## src/rtl/spinner_pkg.sv

```systemverilog
// Shared widths, direction type and the clamp/wrap helper used by the multi-channel dial spinner.
package spinner_pkg;

  localparam int unsigned SPIN_PKT_W   = 9;
  localparam int unsigned SPIN_DELTA_W = 8;
  localparam int unsigned VEL_W        = 10;
  // One cycle's combined delta: digital step plus signed spinner delta, with headroom
  localparam int unsigned DELTA_W      = SPIN_DELTA_W + 2;
  // Extra signed bits carried above the fine position while summing
  localparam int unsigned SUM_EXT      = 10;

  typedef enum logic [1:0] {
    NONE = 2'd0,
    INC  = 2'd1,
    DEC  = 2'd2
  } dir_t;

  // Fold a signed sum back into [0, 2^width-1]: modulo when wrap, else saturate
  function automatic logic [31:0] sat_wrap(input logic signed [31:0] value,
                                           input logic                wrap,
                                           input int unsigned         width);
    logic [31:0] mask;
    mask = (32'd1 << width) - 32'd1;
    if (wrap) begin
      sat_wrap = value & mask;
    end else if (value < 0) begin
      sat_wrap = '0;
    end else if (value > $signed(mask)) begin
      sat_wrap = mask;
    end else begin
      sat_wrap = value;
    end
  endfunction

endpackage

```

## src/rtl/spinner_chan.sv

```systemverilog
// One dial channel: button hold-repeat, spinner delta capture, fine position and optional velocity.
// Optional velocity output is built when SPINNER_VEL_EN is defined.
module spinner_chan
  import spinner_pkg::*;
#(
  parameter int unsigned OUT_W      = 4,
  parameter int unsigned RATE_DIV   = 8,
  parameter int unsigned FAST_SHIFT = 2,
  parameter int unsigned SPIN_SHIFT = 2
) (
  input  logic                  clk,
  input  logic                  reset,
  input  logic                  strobe_rise,
  input  logic                  armed,
  input  logic                  minus,
  input  logic                  plus,
  input  logic                  fast,
  input  logic                  wrap_mode,
  input  logic [SPIN_PKT_W-1:0] spin_pkt,
  output logic [OUT_W-1:0]      spin_out,
`ifdef SPINNER_VEL_EN
  output logic [VEL_W-1:0]      vel_out,
`endif
  output logic                  changed
);

  localparam int unsigned FW          = OUT_W + SPIN_SHIFT;
  localparam int unsigned SUM_W       = FW + SUM_EXT;
  localparam int unsigned CNT_W       = $clog2(RATE_DIV) + 1;
  localparam int unsigned FAST_DIV    = RATE_DIV >> FAST_SHIFT;
  localparam int unsigned FAST_PERIOD = (FAST_DIV < 1) ? 1 : FAST_DIV;
  localparam logic signed [DELTA_W-1:0] STEP = DELTA_W'(1 << SPIN_SHIFT);

  dir_t                       dir_c;
  dir_t                       dir_q;
  logic [CNT_W-1:0]           cnt_q;
  logic [CNT_W-1:0]           cnt_next;
  logic [CNT_W-1:0]           period_m1;
  logic                       step_c;
  logic signed [DELTA_W-1:0]  step_delta;
  logic                       toggle;
  logic                       tog_q;
  logic                       spin_ev;
  logic signed [DELTA_W-1:0]  spin_delta;
  logic signed [DELTA_W-1:0]  delta_c;
  logic                       ev_c;
  logic                       ev_q;
  logic signed [DELTA_W-1:0]  delta_q;
  logic [FW-1:0]              fine_q;
  logic signed [SUM_W-1:0]    sum_c;
  logic [FW-1:0]              fine_next;

  assign toggle   = spin_pkt[SPIN_PKT_W-1];
  assign spin_out = fine_q[FW-1:SPIN_SHIFT];

  // Resolve the button pair into a direction; both or neither pressed means idle
  always_comb begin
    dir_c = NONE;
    if (plus && !minus) begin
      dir_c = INC;
    end else if (minus && !plus) begin
      dir_c = DEC;
    end
  end

  // Press edge steps at once; a steady hold steps once every period strobe rises
  always_comb begin
    step_c    = 1'b0;
    cnt_next  = cnt_q;
    period_m1 = fast ? CNT_W'(FAST_PERIOD - 1) : CNT_W'(RATE_DIV - 1);
    if (dir_c == NONE) begin
      cnt_next = '0;
    end else if (dir_c != dir_q) begin
      step_c   = 1'b1;
      cnt_next = '0;
    end else if (strobe_rise) begin
      // >= lets a mid-hold switch to a shorter period fire on the next rise
      if (cnt_q >= period_m1) begin
        step_c   = 1'b1;
        cnt_next = '0;
      end else begin
        cnt_next = cnt_q + CNT_W'(1);
      end
    end
  end

  // Combine the digital step and any new spinner delta into one pending update
  always_comb begin
    step_delta = '0;
    if (step_c) begin
      step_delta = (dir_c == INC) ? STEP : -STEP;
    end
    spin_ev    = armed && (toggle != tog_q);
    spin_delta = '0;
    if (spin_ev) begin
      spin_delta = {{(DELTA_W-SPIN_DELTA_W){spin_pkt[SPIN_DELTA_W-1]}},
                    spin_pkt[SPIN_DELTA_W-1:0]};
    end
    delta_c = step_delta + spin_delta;
    ev_c    = step_c || spin_ev;
  end

  // Input stage: button history, hold counter, toggle history and the pending delta
  always_ff @(posedge clk or posedge reset) begin
    if (reset) begin
      dir_q   <= NONE;
      cnt_q   <= '0;
      tog_q   <= 1'b0;
      ev_q    <= 1'b0;
      delta_q <= '0;
    end else begin
      dir_q <= dir_c;
      cnt_q <= cnt_next;
      // Before arming, the toggle is only captured so a stale level is not a delta
      if (!armed || spin_ev) begin
        tog_q <= toggle;
      end
      ev_q    <= ev_c;
      delta_q <= delta_c;
    end
  end

  // Signed sum of the current position and the pending delta, folded by wrap_mode
  always_comb begin
    sum_c = $signed({{(SUM_W-FW){1'b0}}, fine_q})
          + $signed({{(SUM_W-DELTA_W){delta_q[DELTA_W-1]}}, delta_q});
    fine_next = FW'(sat_wrap(32'(sum_c), wrap_mode, FW));
  end

  // Update stage: apply the pending delta and flag integer-part changes
  always_ff @(posedge clk or posedge reset) begin
    if (reset) begin
      fine_q  <= '0;
      changed <= 1'b0;
    end else begin
      changed <= 1'b0;
      if (ev_q) begin
        fine_q  <= fine_next;
        changed <= (fine_next[FW-1:SPIN_SHIFT] != fine_q[FW-1:SPIN_SHIFT]);
      end
    end
  end

`ifdef SPINNER_VEL_EN
  localparam int unsigned ACC_W = VEL_W + 2;
  localparam logic signed [ACC_W-1:0] VEL_MAX = ACC_W'((1 << (VEL_W - 1)) - 1);
  localparam logic signed [ACC_W-1:0] VEL_MIN = -VEL_MAX;

  logic signed [VEL_W-1:0] vel_acc;
  logic signed [ACC_W-1:0] applied;
  logic signed [ACC_W-1:0] acc_sum;
  logic signed [ACC_W-1:0] acc_sat;

  // Saturating running sum of the deltas applied this frame, taken before the clamp
  always_comb begin
    applied = '0;
    if (ev_q) begin
      applied = {{(ACC_W-DELTA_W){delta_q[DELTA_W-1]}}, delta_q};
    end
    acc_sum = {{(ACC_W-VEL_W){vel_acc[VEL_W-1]}}, vel_acc} + applied;
    acc_sat = acc_sum;
    if (acc_sum > VEL_MAX) begin
      acc_sat = VEL_MAX;
    end else if (acc_sum < VEL_MIN) begin
      acc_sat = VEL_MIN;
    end
  end

  // Latch the frame's sum on each strobe rise and restart with this cycle's delta
  always_ff @(posedge clk or posedge reset) begin
    if (reset) begin
      vel_acc <= '0;
      vel_out <= '0;
    end else if (strobe_rise) begin
      vel_out <= vel_acc;
      vel_acc <= applied[VEL_W-1:0];
    end else begin
      vel_acc <= acc_sat[VEL_W-1:0];
    end
  end
`endif

endmodule

```

## src/rtl/spinner_multi.sv

```systemverilog
// N-channel dial spinner: shared strobe edge detect and arming, one spinner_chan per channel.
// Optional per-channel velocity output vel_out is built when SPINNER_VEL_EN is defined.
module spinner_multi
  import spinner_pkg::*;
#(
  parameter int unsigned CHANNELS   = 2,
  parameter int unsigned OUT_W      = 4,
  parameter int unsigned RATE_DIV   = 8,
  parameter int unsigned FAST_SHIFT = 2,
  parameter int unsigned SPIN_SHIFT = 2
) (
  input  logic                           clk,
  input  logic                           reset,
  input  logic                           strobe,
  input  logic [CHANNELS-1:0]            minus,
  input  logic [CHANNELS-1:0]            plus,
  input  logic [CHANNELS-1:0]            fast,
  input  logic [CHANNELS-1:0]            wrap_mode,
  input  logic [CHANNELS*SPIN_PKT_W-1:0] spin_in,
  output logic [CHANNELS*OUT_W-1:0]      spin_out,
`ifdef SPINNER_VEL_EN
  output logic [CHANNELS*VEL_W-1:0]      vel_out,
`endif
  output logic [CHANNELS-1:0]            changed
);

  logic strobe_d;
  logic strobe_rise;
  logic armed;

  assign strobe_rise = strobe & ~strobe_d;

  // Strobe history for edge detect; arming flag set on the first clock after reset
  always_ff @(posedge clk or posedge reset) begin
    if (reset) begin
      strobe_d <= 1'b0;
      armed    <= 1'b0;
    end else begin
      strobe_d <= strobe;
      armed    <= 1'b1;
    end
  end

  for (genvar c = 0; c < CHANNELS; c++) begin : g_chan
    spinner_chan #(
      .OUT_W      (OUT_W),
      .RATE_DIV   (RATE_DIV),
      .FAST_SHIFT (FAST_SHIFT),
      .SPIN_SHIFT (SPIN_SHIFT)
    ) u_chan (
      .clk         (clk),
      .reset       (reset),
      .strobe_rise (strobe_rise),
      .armed       (armed),
      .minus       (minus[c]),
      .plus        (plus[c]),
      .fast        (fast[c]),
      .wrap_mode   (wrap_mode[c]),
      .spin_pkt    (spin_in[c*SPIN_PKT_W +: SPIN_PKT_W]),
      .spin_out    (spin_out[c*OUT_W +: OUT_W]),
`ifdef SPINNER_VEL_EN
      .vel_out     (vel_out[c*VEL_W +: VEL_W]),
`endif
      .changed     (changed[c])
    );
  end

endmodule

```

## config.mk

```make
export PLATFORM = sky130hd
export DESIGN_NAME = spinner_multi
export DESIGN_NICKNAME = d
export VERILOG_FILES = /design/src/rtl/spinner_pkg.sv /design/src/rtl/spinner_chan.sv /design/src/rtl/spinner_multi.sv
export SDC_FILE = /design/constraint.sdc
export NUM_CORES = 1
export LEC_CHECK = 0
export CORE_AREA = 3 3 80 82
export DETAILED_ROUTE_END_ITERATION = 16
export DIE_AREA = 0 0 83 85
export PLACE_DENSITY_LB_ADDON = 0.2
export SLEW_MARGIN = 20
export SYNTH_ARGS = -nofsm -noshare
export SYNTH_HDL_FRONTEND = slang
export SYNTH_SLANG_ARGS = --single-unit
export TNS_END_PERCENT = 20
```

## constraint.sdc

```tcl
create_clock -name clk -period 5.78 [get_ports clk]
set_input_delay 1.156 -clock clk [delete_from_list [all_inputs] [get_ports clk]]
set_output_delay 1.156 -clock clk [all_outputs]
set_load 0.005 [all_outputs]
```

Word-level counts from Yosys, hierarchy flattened --
Cells that the tools add are included.
Cells by class: add/subtract/negate cells 6, multiply operators 0, divide/modulo/power cells 0, $lt $le $gt $ge 6, equal/unequal tests 8, shift-type cells 0, mux-type cells 36, bitwise gates (word level) 2, reductions and logical operators 19
Operator list (count):
- 10-bit 2-to-1 mux | 6
- 6-bit 2-to-1 mux | 6
- 4-bit 2-to-1 mux | 8
- 7-bit by 10-bit adder with 11-bit output | 2
- 11-bit by 7-bit greater-than comparator with 1-bit output, second input constant | 2
- 11-bit by 1-bit < comparator with 1-bit output, second input constant | 2
- 10-bit adder | 2
- 1-bit 2-to-1 mux | 10
- 4-bit by 1-bit adder with 4-bit output, second input constant | 2
- 4-bit >= comparator | 2
- 2-bit 2-to-1 mux | 4
- 4-bit inequality test | 2
- 1-bit logical AND | 6
- 3-bit 2-to-1 mux | 2
- 3-bit nonzero test | 2
- 1-bit logical NOT | 5
- 2-bit by 1-bit equality test with 1-bit output, second input constant | 2
- 2-bit logical NOT | 2
- 1-bit logical OR | 4
- 2-bit inequality test | 2
- 1-bit inequality test | 2
- 1-bit AND | 1
- 1-bit inverter | 1
Word-level totals: register bits after elaboration 52, latch bits 0, memory bits (writable) 0, bits in read-only memories 0, input port bits 29, output and inout port bits 10, logic and storage cells 93, memories 0

Depth between registers and ports, before layout --
depth in word-level cells 9, gate-level depth with buffers 14, depth with buffers taken out 14

Hierarchy --
Synthesis repeated with hierarchy kept, for this count alone.
Second synthesis, totals: cells, all modules 375, area total of the unflattened synthesis 3667.3 um^2
By module, submodules not included:
- spinner_chan (g_chan[1].u_chan) | instances 1, cells an instance 186, area an instance 1805.5 um^2, seq. area each 625.6 um^2
- spinner_chan (g_chan[0].u_chan) | instances 1, cells an instance 184, area an instance 1790.5 um^2, seq. area each 625.6 um^2
- spinner_multi | instances 1, cells an instance 5, area an instance 71.3 um^2, seq. area each 50.0 um^2

Least setup slack after synthesis --
Ideal clock, no wire load.
path kind input -> register, start input port fast[0], end register g_chan[0].u_chan.delta_q[7], setup time 0.123 ns, arrival 3.351 ns, required time 5.657 ns, path slack 2.306 ns, stages on the path 13, path buffers 0, cell sequence ha_1 a21o_1 a211o_1 a21oi_1 or3_1 inv_1 ha_1 a21o_1 a21oi_1 nor2b_1 o21ai_0 nand2b_1 xor2_1
Between the ends: cells in the longest elaborated chain, start to end 8
Ends and longest elaborated chain:
- from (decl) | line spinner_multi.sv:17 | input logic [CHANNELS-1:0] fast,
- 3-bit 2-to-1 mux | line spinner_chan.sv:70 | period_m1 = fast ? CNT_W'(FAST_PERIOD - 1) : CNT_W'(RATE_DIV - 1);
- 4-bit >= comparator | line spinner_chan.sv:78 | if (cnt_q >= period_m1) begin
- 1-bit 2-to-1 mux | line spinner_chan.sv:78
- 1-bit 2-to-1 mux | line spinner_chan.sv:76 | end else if (strobe_rise) begin
- 1-bit 2-to-1 mux | line spinner_chan.sv:73 | end else if (dir_c != dir_q) begin
- 1-bit 2-to-1 mux | line spinner_chan.sv:71 | if (dir_c == NONE) begin
- 10-bit 2-to-1 mux | line spinner_chan.sv:90 | if (step_c) begin
- 10-bit adder | line spinner_chan.sv:99 | delta_c = step_delta + spin_delta;
- net g_chan[0].u_chan.delta_c[7] | line spinner_chan.sv:45 | logic signed [DELTA_W-1:0] delta_c;
- to (signal assigned) | line spinner_chan.sv:119 | delta_q <= delta_c;
- to (decl) | line spinner_chan.sv:48 | logic signed [DELTA_W-1:0] delta_q;
The timed path passes the listed nets, and every way through them passes these cells. A chain may end at the register's enable or synchronous reset.

Worst setup path after layout --
Ends and elaborated chain as after synthesis.

==> impl_metrics.yaml <==
status:
  status: "finished, final reports clean"
clock_tree:
  clk_latency_ps: 310
  cts_buffer_depth: 2
  clk_pin_slew_worst_paths_ps: 90
  cts_root_buf: "clkbuf_8"
  cts.sinks: 52
  post_cts_buffers: 0
  postCtsResizedCells: 0
  numCtsBuffers: 5
  cts_tree: "done"
  cts_hold_buf: 0
  htree_levels: 2
yosys:
  synthCells: 369
  synth_area_leaders: "dfrtp_1, ha_1, inv_1"
  synth_largest_area_cell: "dfrtp_1"
  synth_nets: 436
  synth.most_common_cell: "dfrtp_1"
  yosysTopAreaCellShare: 0.375
  avgSynthCellArea_um2: 9.42
  synth_seq_area_share: 0.375
  async_reset_ff_frac: 1.00
  synthFlopType: "dfrtp_1"
  synth_edf_count: 0
  synth_cell_types: 54
  synth_common_cells: "dfrtp_1, ha_1, inv_1, o21ai_0, nand2_1"
  synth_area_um2: 3470
  yosysWarnings: 0
  ys_ff_latch: 52
worst_setup_path:
  path_buf_inv: 2
  worst_setup_path_start_kind: "primary input"
  worstPathMaxFanout: 5
  critical_path.top_delay_family: "compound AO/OA/AOI/OAI gates"
  cp-end-kind: "register"
  required_ps: 5980
  critPathKind: "primary input to register"
  cpPeakStageDelay_ps: 440
  crit_path_cell_trace: "clkdlybuf4s50_1 > ha_1 > a21o_1 > a211o_1 > a21oi_1 > or3_1 > inv_1 > ha_1 > a21o_1 > a21oi_1 > nor2b_1 > o21ai_0 > nand2b_1 > xor2_1"
  cp.arrival_ps: 3990
  crit_slowest_cell: "clkdlybuf4s50_1"
sta:
  finalSetupViolations: 0
  finalMaxSlewViolations: 0
  worst_pin_slew_ps: 849
  hold_viol: 0
  rsz0062_at_grt: "false"
  max_freq_ghz: 0.264
  relSlewSlack: 0.434
  finClkSkew_ps: 7.50
  setup_slack_ps: 1990
  post-route-period-util: 0.655
  min_period_ps: 3790
  worst_hold_slack_ps: 488
  setup-tns-final_ps: 0
global_routing:
  grt_pass1_wl_um: 11000
  grt_usage: 0.185
  antenna_found_initial: 0
  grt_max_degree: 53
  grt_pass1_vias: 2468
  overflow: 0
power:
  finalPower_mw: 1.49
  p_leak_nw: 1.92
  vdd_ir_drop_max_v: 0.000236
  power_density_nw_per_um2: 376
drt:
  totalWireLength_um: 6130
  drt_iter0_drc: 177
  vias: 2653
  final_antenna_net_count: 0
  viasPerCell: 5.60
  avgRoutedWirePerCell_um: 12.9
  drc: 0
  dr.pass1.iters: 4
final_layout:
  drive_gt1_frac: 0.0451
  fin_nets: 465
  n_fill_cell: 504
  seqCellArea_um2: 1300
  multi_input_area_um2: 1950
  fin_util: 0.681
  diodes: 0
  area_growth_pct: 14.0
floorplan:
  fp.dieArea_um2: 7060
  fp.dieH_um: 85
  core_um2: 5820
  fp-row-count: 28
  ios: 39
  die_w_um: 83
  start_util: 0.597
place:
  finalWeightedCongestion: 0.890
  portBuffers: 38
  place_ws_ps: 1660
  dp_hpwl_um: 4930
flow_run:
  max-cap-violations: 0
worst_hold_path:
  hold_path_class: "register to register"
==> final timing paths <==
check,startpoint,endpoint,slack (ps),cells past startpoint
max,fast[0],g_chan[0].u_chan.delta_q[7]$_DFF_PP0_,1990,14
min,g_chan[1].u_chan.cnt_q[3]$_DFFE_PP0P_,g_chan[1].u_chan.cnt_q[3]$_DFFE_PP0P_,490,2
max reg2reg,g_chan[0].u_chan.cnt_q[1]$_DFFE_PP0P_,g_chan[0].u_chan.delta_q[7]$_DFF_PP0_,2860,13
min reg2reg,g_chan[1].u_chan.cnt_q[3]$_DFFE_PP0P_,g_chan[1].u_chan.cnt_q[3]$_DFFE_PP0P_,490,2
max in group asynchronous,reset,g_chan[0].u_chan.delta_q[3]$_DFF_PP0_,3980,2
min in group asynchronous,reset,g_chan[1].u_chan.delta_q[5]$_DFF_PP0_,1310,2
==> tightest hold or removal path, cell delays in order, from the launching register on <==
cell     delay [ps]
dfrtp_1         350
nand2_1          50
o21ai_0          60
==> state kept, by name, summed over array words and instances, names as in the netlist <==
register               flops
g_chan.u_chan.delta_q     20
g_chan.u_chan.fine_q      12
g_chan.u_chan.cnt_q        8
g_chan.u_chan.dir_q        4
g_chan.u_chan.changed      2
g_chan.u_chan.ev_q         2
g_chan.u_chan.tog_q        2
armed                      1
strobe_d                   1
==> cells by family after synthesis <==
| kind of cell | after synthesis | share of synthesized area |
|---|---|---|
| flops | 52 | 0.375 |
| mux | 2 | 0.00576 |
| simple gates | 111 | 0.172 |
| xor+xnor | 22 | 0.0576 |
| other cells | 1 | 0.00108 |
| buf+inv | 49 | 0.0641 |
| compound gates | 94 | 0.179 |
| fa+ha+maj | 38 | 0.145 |
==> power breakdown <==
group	total, mW	leakage, nW	switching (mW)	internal (mW)
combinational	0.706	1.21	0.361	0.345
clock	0.255	0.0558	0.124	0.131
sequential	0.528	0.656	0.0844	0.443
==> through the flow <==
| step | cells | instance area [um2] |
|---|---|---|
| 6_report | 474 | 3960 |
| 2_1_floorplan | 369 | 3470 |
| 5_1_grt | 474 | 3960 |
| 3_3_place_gp | 466 | 3850 |
| 4_1_cts | 474 | 3960 |
| 3_5_place_dp | 466 | 3850 |
==> layer usage <==
layer	global-route usage	part of all wire	vias to the layer above	wire length, um
li1	-	-	1338	-
met1	0.232	0.45	1253	2760
met2	0.326	0.49	57	3010
met3	0.0398	0.049	5	300
met4	0.0490	0.0087	0	53
met5	0	0	-	0
==> layout by cell type, fill, tap and decap left out, types with 13 or more instances in the layout <==
master | netlist | final
nand2_1 | 21 | 21
nand2b_1 | 16 | 16
dfrtp_1 | 52 | 52
clkdlybuf4s50_1 | 0 | 38
xnor2_1 | 13 | 13
ha_1 | 34 | 34
a21oi_1 | 13 | 13
inv_1 | 33 | 32
o21ai_0 | 24 | 24
nor2_1 | 20 | 20
and3_1 | 15 | 15
==> area by class of cell <==
type | instances | area share
flip-flops and latches | 52 | 0.328
multi-input cells | 268 | 0.492
clock inverters | 2 | 0.00979
repair buffers | 38 | 0.0960
clock buffers | 6 | 0.0183
well taps | 75 | 0.0237
inverters | 33 | 0.0316
No activity file was read; power rests on OpenSTA's default activity.
